===== config.mk =====
export PLATFORM = sky130hd
export DESIGN_NAME = pos_smoother
export DESIGN_NICKNAME = d
export VERILOG_FILES = /design/src/rtl/pos_smoother.sv
export SDC_FILE = /design/constraint.sdc
export NUM_CORES = 1
export LEC_CHECK = 0
export ABC_CLOCK_PERIOD_IN_PS = 10900
export BUFFER_PORTS_ARGS = -buffer_cell sky130_fd_sc_hd__clkbuf_2
export CORE_MARGIN = 10
export CORE_UTILIZATION = 40
export CTS_BUF_LIST = sky130_fd_sc_hd__clkbuf_16
export CTS_CLUSTER_DIAMETER = 100
export CTS_CLUSTER_SIZE = 12
export DETAILED_ROUTE_END_ITERATION = 6
export PLACE_DENSITY = 0.54
export SLEW_MARGIN = 20
export SYNTH_ARGS = -nofsm -noshare
export SYNTH_HDL_FRONTEND = slang
export SYNTH_SLANG_ARGS = --single-unit

===== constraint.sdc =====
create_clock -name clk -period 10.9 [get_ports clk]
set_input_delay 1.635 -clock clk [delete_from_list [all_inputs] [get_ports clk]]
set_output_delay 1.635 -clock clk [all_outputs]
set_load 0.02 [all_outputs]

===== src/rtl/pos_smoother.sv =====
// Position smoother: clamps a centred signed position into LCD pixel
// coordinates, averages the last four samples per axis, and blanks the
// on-screen marker when no new position has arrived for TIMEOUT cycles.
module pos_smoother #(
   parameter int SCR_W   = 480,
   parameter int SCR_H   = 272,
   parameter int TIMEOUT = 12_000_000
) (
   input  logic               clk,
   input  logic               rst,
   input  logic               ena,
   input  logic signed [25:0] x_in,
   input  logic signed [25:0] y_in,
   output logic        [15:0] pix_x,
   output logic        [15:0] pix_y,
   output logic               out_valid,
   output logic               marker_on,
   output logic        [7:0]  drop_cnt
);

   typedef enum logic [2:0] {IDLE, CLAMP, ACCUM, DIVIDE, OUT} state_t;

   localparam logic signed [26:0] HALF_W   = 27'(SCR_W / 2);
   localparam logic signed [26:0] HALF_H   = 27'(SCR_H / 2);
   localparam logic signed [26:0] MAX_X    = 27'(SCR_W - 1);
   localparam logic signed [26:0] MAX_Y    = 27'(SCR_H - 1);
   localparam logic        [23:0] TMO_LAST = 24'(TIMEOUT - 1);

   state_t state, next_state;

   logic signed [25:0] cap_x, cap_y;
   logic signed [26:0] xs, ys;
   logic        [15:0] clamp_x_d, clamp_y_d;
   logic        [15:0] clamp_x, clamp_y;
   logic        [15:0] buf_x [4];
   logic        [15:0] buf_y [4];
   logic        [1:0]  wp;
   logic        [17:0] sum_x, sum_y;
   logic        [15:0] avg_x, avg_y;
   logic               buf_empty;
   logic        [23:0] tmo_cnt;
   logic               accept;

   assign accept = (state == IDLE) && ena;

   // State register.
   always_ff @(posedge clk) begin
      if (rst) state <= IDLE;
      else     state <= next_state;
   end

   // Next-state logic: one cycle per processing stage once a sample is taken.
   always_comb begin
      next_state = state;
      case (state)
         IDLE:    if (ena) next_state = CLAMP;
         CLAMP:   next_state = ACCUM;
         ACCUM:   next_state = DIVIDE;
         DIVIDE:  next_state = OUT;
         OUT:     next_state = IDLE;
         default: next_state = IDLE;
      endcase
   end

   // Shift the centred sample to screen coordinates and clamp to the panel.
   always_comb begin
      xs = {cap_x[25], cap_x} + HALF_W;
      ys = {cap_y[25], cap_y} + HALF_H;
      if (xs[26])          clamp_x_d = '0;
      else if (xs > MAX_X) clamp_x_d = MAX_X[15:0];
      else                 clamp_x_d = xs[15:0];
      if (ys[26])          clamp_y_d = '0;
      else if (ys > MAX_Y) clamp_y_d = MAX_Y[15:0];
      else                 clamp_y_d = ys[15:0];
   end

   // Datapath: capture, clamp, ring-buffer running sum, divide, present.
   always_ff @(posedge clk) begin
      if (rst) begin
         cap_x     <= '0;
         cap_y     <= '0;
         clamp_x   <= '0;
         clamp_y   <= '0;
         wp        <= '0;
         sum_x     <= '0;
         sum_y     <= '0;
         avg_x     <= '0;
         avg_y     <= '0;
         pix_x     <= '0;
         pix_y     <= '0;
         out_valid <= 1'b0;
         for (int i = 0; i < 4; i++) begin
            buf_x[i] <= '0;
            buf_y[i] <= '0;
         end
      end else begin
         out_valid <= 1'b0;
         if (accept) begin
            cap_x <= x_in;
            cap_y <= y_in;
         end
         case (state)
            CLAMP: begin
               clamp_x <= clamp_x_d;
               clamp_y <= clamp_y_d;
            end
            ACCUM: begin
               if (buf_empty) begin
                  for (int i = 0; i < 4; i++) begin
                     buf_x[i] <= clamp_x;
                     buf_y[i] <= clamp_y;
                  end
                  sum_x <= {clamp_x, 2'b00};
                  sum_y <= {clamp_y, 2'b00};
                  wp    <= 2'd1;
               end else begin
                  buf_x[wp] <= clamp_x;
                  buf_y[wp] <= clamp_y;
                  sum_x     <= sum_x + {2'b00, clamp_x} - {2'b00, buf_x[wp]};
                  sum_y     <= sum_y + {2'b00, clamp_y} - {2'b00, buf_y[wp]};
                  wp        <= wp + 2'd1;
               end
            end
            DIVIDE: begin
               avg_x <= sum_x[17:2];
               avg_y <= sum_y[17:2];
            end
            OUT: begin
               pix_x     <= avg_x;
               pix_y     <= avg_y;
               out_valid <= 1'b1;
            end
            default: ;
         endcase
      end
   end

   // Status: drop counter, freshness timeout, marker and buffer-empty flag.
   // The timeout counter also runs while a sample is in flight so the marker
   // expires a fixed number of cycles after the last accepted strobe.
   always_ff @(posedge clk) begin
      if (rst) begin
         drop_cnt  <= '0;
         tmo_cnt   <= '0;
         marker_on <= 1'b0;
         buf_empty <= 1'b1;
      end else begin
         if (ena && (state != IDLE) && (drop_cnt != 8'hFF))
            drop_cnt <= drop_cnt + 8'd1;
         if (accept)
            tmo_cnt <= '0;
         else if ((marker_on || (state != IDLE)) && (tmo_cnt != TMO_LAST))
            tmo_cnt <= tmo_cnt + 24'd1;
         if (!accept && marker_on && (tmo_cnt == TMO_LAST)) begin
            marker_on <= 1'b0;
            buf_empty <= 1'b1;
         end
         if (state == ACCUM)
            buf_empty <= 1'b0;
         if (state == OUT)
            marker_on <= 1'b1;
      end
   end

endmodule


Word-level counts from Yosys, hierarchy flattened
Memories as Yosys holds them, arrays and structs flattened. A register that Yosys moved wholly into a read port is not among the register bits.
Cells that the tools add are included.
{"block": "totals", "inputBits": 55, "ramBits": 128, "n_memories": 2, "reg_bits": 224}
{"memory": "buf_x", "depth": 4, "width": 16, "read_ports": 1, "rd_clocked_by_memory_dff": 1, "write_ports": 4, "line_no": "35", "source": "logic [15:0] buf_x [4];"}
{"memory": "buf_y", "depth": 4, "width": 16, "read_ports": 1, "rd_clocked_by_memory_dff": 1, "write_ports": 4, "line_no": "36", "source": "logic [15:0] buf_y [4];"}
{"block": "op_classes", "mux": 42, "bitwise": 8, "addsub": 9, "eq_ne": 8, "magnitude_cmp": 2, "n_reduce_logical": 15}
{"op": "$mux W16", "count": 14}
{"op": "$add A26 B9 Y27 const B", "count": 2}
{"op": "$gt A27 B10 Y1 const B", "count": 2}
{"op": "$add A18 B16 Y18", "count": 2}
{"op": "$mux W18", "count": 2}
{"op": "$sub A18 B16 Y18", "count": 2}
{"op": "$reduce_or A16 Y1", "count": 2}
{"op": "$add A24 B1 Y24 const B", "count": 1}
{"op": "$eq A24 B24 Y1 const B", "count": 1}
{"op": "$ne A24 B24 Y1 const B", "count": 1}
{"op": "$mux W1", "count": 17}
{"op": "$mux W2", "count": 7}
{"op": "$pmux W3 S4", "count": 1}
{"op": "$add A8 B1 Y8 const B", "count": 1}
{"op": "$ne A8 B8 Y1 const B", "count": 1}
{"op": "$or A1 B1 Y1", "count": 8}
{"op": "$eq A3 B2 Y1 const B", "count": 2}
{"op": "$logic_and A1 B1 Y1", "count": 6}
{"op": "$reduce_bool A2 Y1", "count": 2}
{"op": "$eq A3 B1 Y1 const B", "count": 1}
{"op": "$eq A3 B3 Y1 const B", "count": 1}
{"op": "$logic_not A3 Y1", "count": 1}
{"op": "$mux W3", "count": 1}
{"op": "$reduce_bool A3 Y1", "count": 1}
{"op": "other kinds (5)", "count": 5}

Depth between registers and ports, before layout
Gate-level depths: netlist of the first run.
{"block": "logic_depth", "ltp_word": 7, "mapped_depth": 16, "ltp_nobuf": 14}

Least setup slack after synthesis of the first run
No wires, ideal clock.
{"block": "synth_timing", "kind": "register -> register", "from": "reg (tool-made name)", "to": "reg sum_y[17]", "n_path_buf": 2, "synth_period_minus_slack_ns": 4.477, "stages_incl_launch_ff": 15, "t_arrival_ns": 4.346, "setup_slack_ns": 6.423, "path_cell_list": "dfxtp_1 -> clkbuf_1 -> buf_1 -> mux4_2 -> fa_1 -> inv_1 -> ha_1 -> a21o_1 -> a2111oi_0 -> a21oi_1 -> a41o_1 -> o41ai_1 -> mux2i_1 -> o21ai_1 -> o311ai_1"}
{"item": "end signal: assignment", "line_no": "114", "source": "sum_y <= {clamp_y, 2'b00};"}
{"item": "end signal: assignment", "line_no": "120", "source": "sum_y <= sum_y + {2'b00, clamp_y} - {2'b00, buf_y[wp]};"}
{"item": "end: declaration", "line_no": "38", "source": "logic [17:0] sum_x, sum_y;"}

==> results.sh, run 1 <==
export IMPL_status="finished, final reports clean"
export IMPL_synthArstFlopShare_pct=0
export IMPL_hold_path_class="register to register"
export IMPL_syn_inst=1803
export IMPL_synth_seq_cells=354
export IMPL_synth_seq_area_share_pct=48.3
export IMPL_setup_tns_ns=0
export IMPL_p_leak_nw=7.16
export IMPL_grt_overflow_total=0
export IMPL_cts_made_buffers=35
export IMPL_ys_types=76
export IMPL_rsz0062_at_grt="false"
export IMPL_port_buffers=96
export IMPL_worst_r2r_endpoint="sum_x[17]"
export IMPL_path_max_fanout=26
export IMPL_stdcell_count=2440
export IMPL_initial_utilization_pct=40.3
export IMPL_r2r_worst_path_cells=13
export IMPL_post_cts_resized=0
export IMPL_drive_above_1_share_pct=11.8
export IMPL_vias=13200
export IMPL_fin_area_mm2=0.0193
export IMPL_relSlewSlack_pct=30.8
export IMPL_firstDrtPassIters=7
export IMPL_clk_pin_slew_worst_paths_ns=0.06
export IMPL_worstSetupPathType="register to register"
export IMPL_place_ws_ns=6.38
export IMPL_setup_worst_path_end_class="register"
export IMPL_synth_area_mm2=0.0173
export IMPL_h_tree_depth=2
export IMPL_required_ns=11.29
export IMPL_yosys_warnings=0
export IMPL_fin_crit_sh_pct=41.6
export IMPL_setup_violations=0
export IMPL_worst_slack_ns=6.36
export IMPL_worst_path_max_delay_cell="mux4_2"
export IMPL_netlist_top_cell_by_area="dfxtp_1"
export IMPL_postCtsSetupBuffers=0
export IMPL_critPathArrivalTime_ns=4.92
export IMPL_drc=0
export IMPL_ir_drop_v=0.000113
export IMPL_fin_nets=1969
export IMPL_clock_latency_ns=0.54
export IMPL_drv_cap=0
export IMPL_antenna_left=0
export IMPL_ys_top_cells_by_area="dfxtp_1 26%, edfxtp_1 22%, nand2_1 6.2%, a21oi_1 4.9%, nor4_1 4.4%"
export IMPL_synthesis_nets=1936
export IMPL_via_per_inst=5.41
export IMPL_synth_top_area_share_pct=26.1
export IMPL_crit_family="compound AO/OA/AOI/OAI gates"
export IMPL_placed_area_mm2=0.0183
export IMPL_period_needed_ns=4.54
export IMPL_syn2layout_area_growth_pct=11.6
export IMPL_max_stage_delay_ns=0.59
export IMPL_core_area_mm2=0.0430
export IMPL_min_from="sum_x[3]"
export IMPL_holdBufCountCts=0
export IMPL_n_antenna_cell=0
export IMPL_place_congestion=0.838
export IMPL_wl_per_cell_um=18.3
export IMPL_finalMaxSlewViolations=0
export IMPL_cts_buffer_depth=3
export IMPL_antenna_found_initial=0
export IMPL_clock_fmax_mhz=220
export IMPL_power_density_mw_per_mm2=170
export IMPL_grt_pass1_vias=13200
export IMPL_die_x_um=228
export IMPL_clock_sinks=354
export IMPL_synth_flop_cell="dfxtp_1"
export IMPL_synth_area_per_cell_um2=9.60
export IMPL_clock_root_buffer="clkbuf_16"
export IMPL_pin_count=97
export IMPL_hold_viol=0
export IMPL_die_y_um=228
export IMPL_die_area_mm2=0.0520
export IMPL_dp_hpwl_um=29500
export IMPL_clock_skew_ns=0.0188
export IMPL_drt_iter0_drc=1037
export IMPL_grt_usage_pct=17.0
export IMPL_path_cells="buf_4, mux4_2, fa_1, inv_1, ha_1, a21o_1, a21o_1, a21oi_1, o31a_1, o21ai_1, o41ai_1, xnor2_1, o22ai_1"
export IMPL_grt_max_degree=174
export IMPL_layout_commonest_cell="nand2_1"
export IMPL_whs_path_depth=2
export IMPL_synth_edf_count=128
export IMPL_fp_row_count=76
export IMPL_startpoint_type="register"
export IMPL_worst_pin_slew_ns=1.03
export IMPL_mostFrequentLayoutCells="285 x nand2_1, 224 x dfxtp_1, 168 x a21oi_1, 165 x inv_1, 128 x edfxtp_1"
export IMPL_placed_cells=2384
export IMPL_path_common_cell="a21o_1"
export IMPL_r2r_slack_ns=6.36
export IMPL_cts_tree="built"
export IMPL_hold_end="avg_x[1]"
export IMPL_critical_path_buf_inv_count=2
export IMPL_wl_um=44700
export IMPL_grt_pass1_wl_um=72900
-- per-stage QoR --
stage / power (mW) / hold slack [ns] / util (%)
3_5_place_dp: 2.20 / 0.446 / 42.6
2_1_floorplan: 2.02 / 0.432 / -
3_3_place_gp: 2.19 / 0.441 / 42.6
4_1_cts: 3.31 / 0.456 / 45.0
6_report: 3.28 / 0.453 / 45.0
5_1_grt: 3.45 / 0.464 / 45.0
-- tightest hold or removal path: stages, from the launching register on --
cell and delay (ns):
dfxtp_1 0.31, nand2_1 0.05, a21oi_1 0.05
-- cell type report --
type	count	area (um^2)
well taps	585	732
fillers	4274	23700
clock buffers	36	901
multi-input cells	1180	8000
inverters	148	556
clock inverters	20	97.6
flip-flops and latches	354	8370
repair buffers	117	661
-- where the power goes --
part	total, mW	leakage (nW)	switching, mW	internal, mW
Sequential	1.50	3.17	0.0536	1.45
Clock	1.11	0.550	0.515	0.595
Combinational	0.666	3.44	0.411	0.255
-- cell usage after synthesis, types with 9 or more instances --
cell / number
xnor2_1: 33
ha_1: 46
nor4_1: 122
a211oi_1: 32
edfxtp_1: 128
mux4_2: 32
a21o_1: 9
and2_1: 12
and3_1: 12
clkbuf_1: 111
inv_1: 148
nor2_1: 77
or3_1: 17
nand4_1: 12
nand2_1: 287
xor2_1: 28
a21oi_1: 168
buf_1: 9
nand3_1: 22
nor3_1: 41
dfxtp_1: 226
nand2b_1: 10
o21ai_0: 37
o211a_1: 9
fa_1: 32
-- state kept, by name (all words and copies together), names as in the netlist, named ones only --
signal / flops
drop_cnt: 8
clamp_x: 16
sum_x: 18
clamp_y: 16
cap_x: 26
out_valid: 1
buf_y: 64
avg_x: 16
state: 3
buf_x: 64
sum_y: 18
buf_empty: 1
pix_x: 16
marker_on: 1
tmo_cnt: 24
pix_y: 16
wp: 2
avg_y: 16
cap_y: 26
-- logic make-up after synthesis --
family / synth area share, %
fa+ha+maj: 7.02
compound gates: 12.2
buf+inv: 5.87
simple gates: 18.7
flops: 48.3
xor+xnor: 3.09
mux: 4.76
-- metal layers --
| metal | up-vias | GRT usage, % | wire length (um) | share of wire (%) |
|---|---|---|---|---|
| met2 | 241 | 29.0 | 21800 | 49 |
| met4 | 0 | 4.42 | 959 | 2.1 |
| met5 | - | 0 | 0 | 0 |
| met3 | 57 | 2.37 | 1720 | 3.8 |
| met1 | 6446 | 22.2 | 20200 | 45 |
| li1 | 6466 | - | - | - |
-- worst max path at each step --
stage              from        end  depth (start not counted)
6_report       register  sum_x[17]                         13
5_1_grt        register  sum_x[17]                         13
4_1_cts        register  sum_x[17]                         13
3_5_place_dp   register  sum_x[17]                         13
3_3_place_gp   register  sum_x[17]                         13
2_1_floorplan  register  sum_y[17]                         14
(Power assumes the default switching activity.)
==> inputs of run 2 (changes only) <==
Settings changed: ABC_CLOCK_PERIOD_IN_PS 10900 to 3900, PLACE_DENSITY 0.54 to 0.56.
Clock period 10.9 ns to 3.9 ns, I/O delays scaled along.
==> run 2 against run 1 <==
  * Cell count rose by 0.78%
  * Wire length shrank 5.0%
  * Utilization up 0.72 points
  * Clock-buffer cell count up 1
  * Total power rose to 2.8 times the previous value
  * Sequential power increased to 2.8 times the previous value
  * Via count down 1.5%
  * Clock skew grew 0.0045 ns
  * Fmax is 20% higher
  * Largest cell class unchanged
==> results.sh, run 2 (synthesis results as in run 1) <==
export IMPL_h_tree_depth=2
export IMPL_power_frac_seq_pct=45.5
export IMPL_wl_um=42400
export IMPL_startpoint_type="register"
export IMPL_p_clk_share_pct=33.5
export IMPL_clock_root_buffer="clkbuf_16"
export IMPL_initial_utilization_pct=40.3
export IMPL_antenna_found_initial=0
export IMPL_dp_hpwl_um=28300
export IMPL_grt_max_degree=157
export IMPL_wl_per_cell_um=17.3
export IMPL_grt_pass1_wl_um=70000
export IMPL_combPwrFrac_pct=21.0
export IMPL_status="finished, final reports clean"
export IMPL_hold_path_class="primary input to register"
export IMPL_drt_iter0_drc=811
export IMPL_relSlewSlack_pct=26.5
export IMPL_vias=13000
export IMPL_core_area_mm2=0.0430
export IMPL_layout_commonest_cell="nand2_1"
export IMPL_clock_sinks=354
export IMPL_ir_drop_v=0.000237
export IMPL_syn2layout_area_growth_pct=13.4
export IMPL_place_congestion=0.823
export IMPL_drive_above_1_share_pct=13.4
export IMPL_port_buffers=96
export IMPL_finalMaxSlewViolations=0
export IMPL_power_density_mw_per_mm2=472
export IMPL_clock_fmax_mhz=265
export IMPL_grt_usage_pct=16.2
export IMPL_die_x_um=228
export IMPL_worst_slack_ns=0.130
export IMPL_die_area_mm2=0.0520
export IMPL_worstSetupPathType="register to register"
export IMPL_place_ws_ns=-0.00359
export IMPL_cts_tree="built"
export IMPL_worst_pin_slew_ns=1.10
export IMPL_hold_viol=0
export IMPL_fin_nets=1987
export IMPL_period_needed_ns=3.77
export IMPL_pin_count=97
export IMPL_drc=0
export IMPL_p_int_mw=6.54
export IMPL_grt_overflow_total=0
export IMPL_clock_latency_ns=0.55
export IMPL_cts_made_buffers=35
export IMPL_fin_area_mm2=0.0196
export IMPL_setup_worst_path_end_class="register"
export IMPL_finalPower_mw=9.27
export IMPL_cts_buffer_depth=3
export IMPL_via_per_inst=5.29
export IMPL_critPathArrivalTime_ns=4.23
export IMPL_die_y_um=228
export IMPL_required_ns=4.36
export IMPL_clock_skew_ns=0.0233
export IMPL_setup_violations=0
export IMPL_p_leak_nw=7.31
export IMPL_rsz0062_at_grt="true"
export IMPL_fin_crit_sh_pct=96.7
export IMPL_firstDrtPassIters=5
export IMPL_mostFrequentLayoutCells="284 x nand2_1, 223 x dfxtp_1, 167 x inv_1, 166 x a21oi_1, 128 x edfxtp_1"
export IMPL_clk_pin_slew_worst_paths_ns=0.07
export IMPL_power_switching_share_pct=29.4
export IMPL_n_antenna_cell=0
export IMPL_switchingPower_mw=2.73
export IMPL_largestRegisters="buf_x: 64 flops, buf_y: 64 flops"
export IMPL_hold_ws_ns=0.265
export IMPL_setup_tns_ns=0
export IMPL_path_max_fanout=6
export IMPL_placed_area_mm2=0.0185
export IMPL_fp_row_count=76
export IMPL_drv_cap=0
export IMPL_grt_pass1_vias=13000
export IMPL_nFillCells=4202
export IMPL_antenna_left=0
## run 2: cell types whose count changed in the layout (fill, tap and decap cells not counted), sizes merged
cell,change
clkinv,-1
clkbuf,+1
buf,+18
inv,+1
## run 2: power groups by stage
| stage | combinational, mW | clock (mW) | sequential, mW |
|---|---|---|---|
| 2_1_floorplan | 1.42 | 0 | 4.22 |
| 3_3_place_gp | 1.86 | 0 | 4.29 |
| 3_5_place_dp | 1.88 | 0 | 4.30 |
| 4_1_cts | 1.91 | 3.22 | 4.22 |
| 5_1_grt | 2.20 | 3.35 | 4.24 |
| 6_report | 1.95 | 3.11 | 4.22 |
## run 2: metal layers
layer	routed length (um)	global-route usage [%]
met5	0	0
met2	18600	24.9
met3	2350	3.77
met1	20700	22.4
met4	834	4.27
## run 2: layout make-up
cell class	instances	area, um^2	area share, %
multi-input cells	1180	8090	41.2
clock buffers	37	926	4.72
inverters	148	556	2.83
repair buffers	135	875	4.46
well taps	585	732	3.73
clock inverters	20	80.1	0.408
flip-flops and latches	354	8370	42.7
## run 2: per-stage QoR
| stage | util, % | std cells |
|---|---|---|
| 2_1_floorplan | - | 1803 |
| 3_3_place_gp | 43.0 | 2399 |
| 3_5_place_dp | 43.0 | 2399 |
| 4_1_cts | 45.4 | 2456 |
| 5_1_grt | 45.7 | 2459 |
| 6_report | 45.7 | 2459 |
## run 2: path summary, 6_finish.rpt
path	start	to	slack, ns	cells past startpoint
max	register	sum_y[17]	0.13	14
min	y_in[13]	cap_y[13]	0.26	3
max reg2reg	register	sum_y[17]	0.13	14
min reg2reg	pix_y[0]	pix_y[0]	0.45	2
## run 2: worst max-delay path: stages (launching register included)
cell,delay (ns)
dfxtp_4,0.40
buf_4,0.12
mux4_2,0.50
fa_1,0.49
inv_1,0.04
ha_1,0.30
a21o_1,0.22
a2111oi_4,0.39
a21oi_1,0.15
a41o_1,0.31
o41ai_2,0.21
buf_4,0.17
mux2i_2,0.21
o21ai_1,0.09
o311ai_1,0.08
## run 2: what timing repair did
item	4_1_cts	5_1_grt
setup endpoints to repair	2	13
gates resized for setup	2	14
gates cloned	0	0
hold buffers	0	0
setup buffers	0	3
pin swaps	0	3
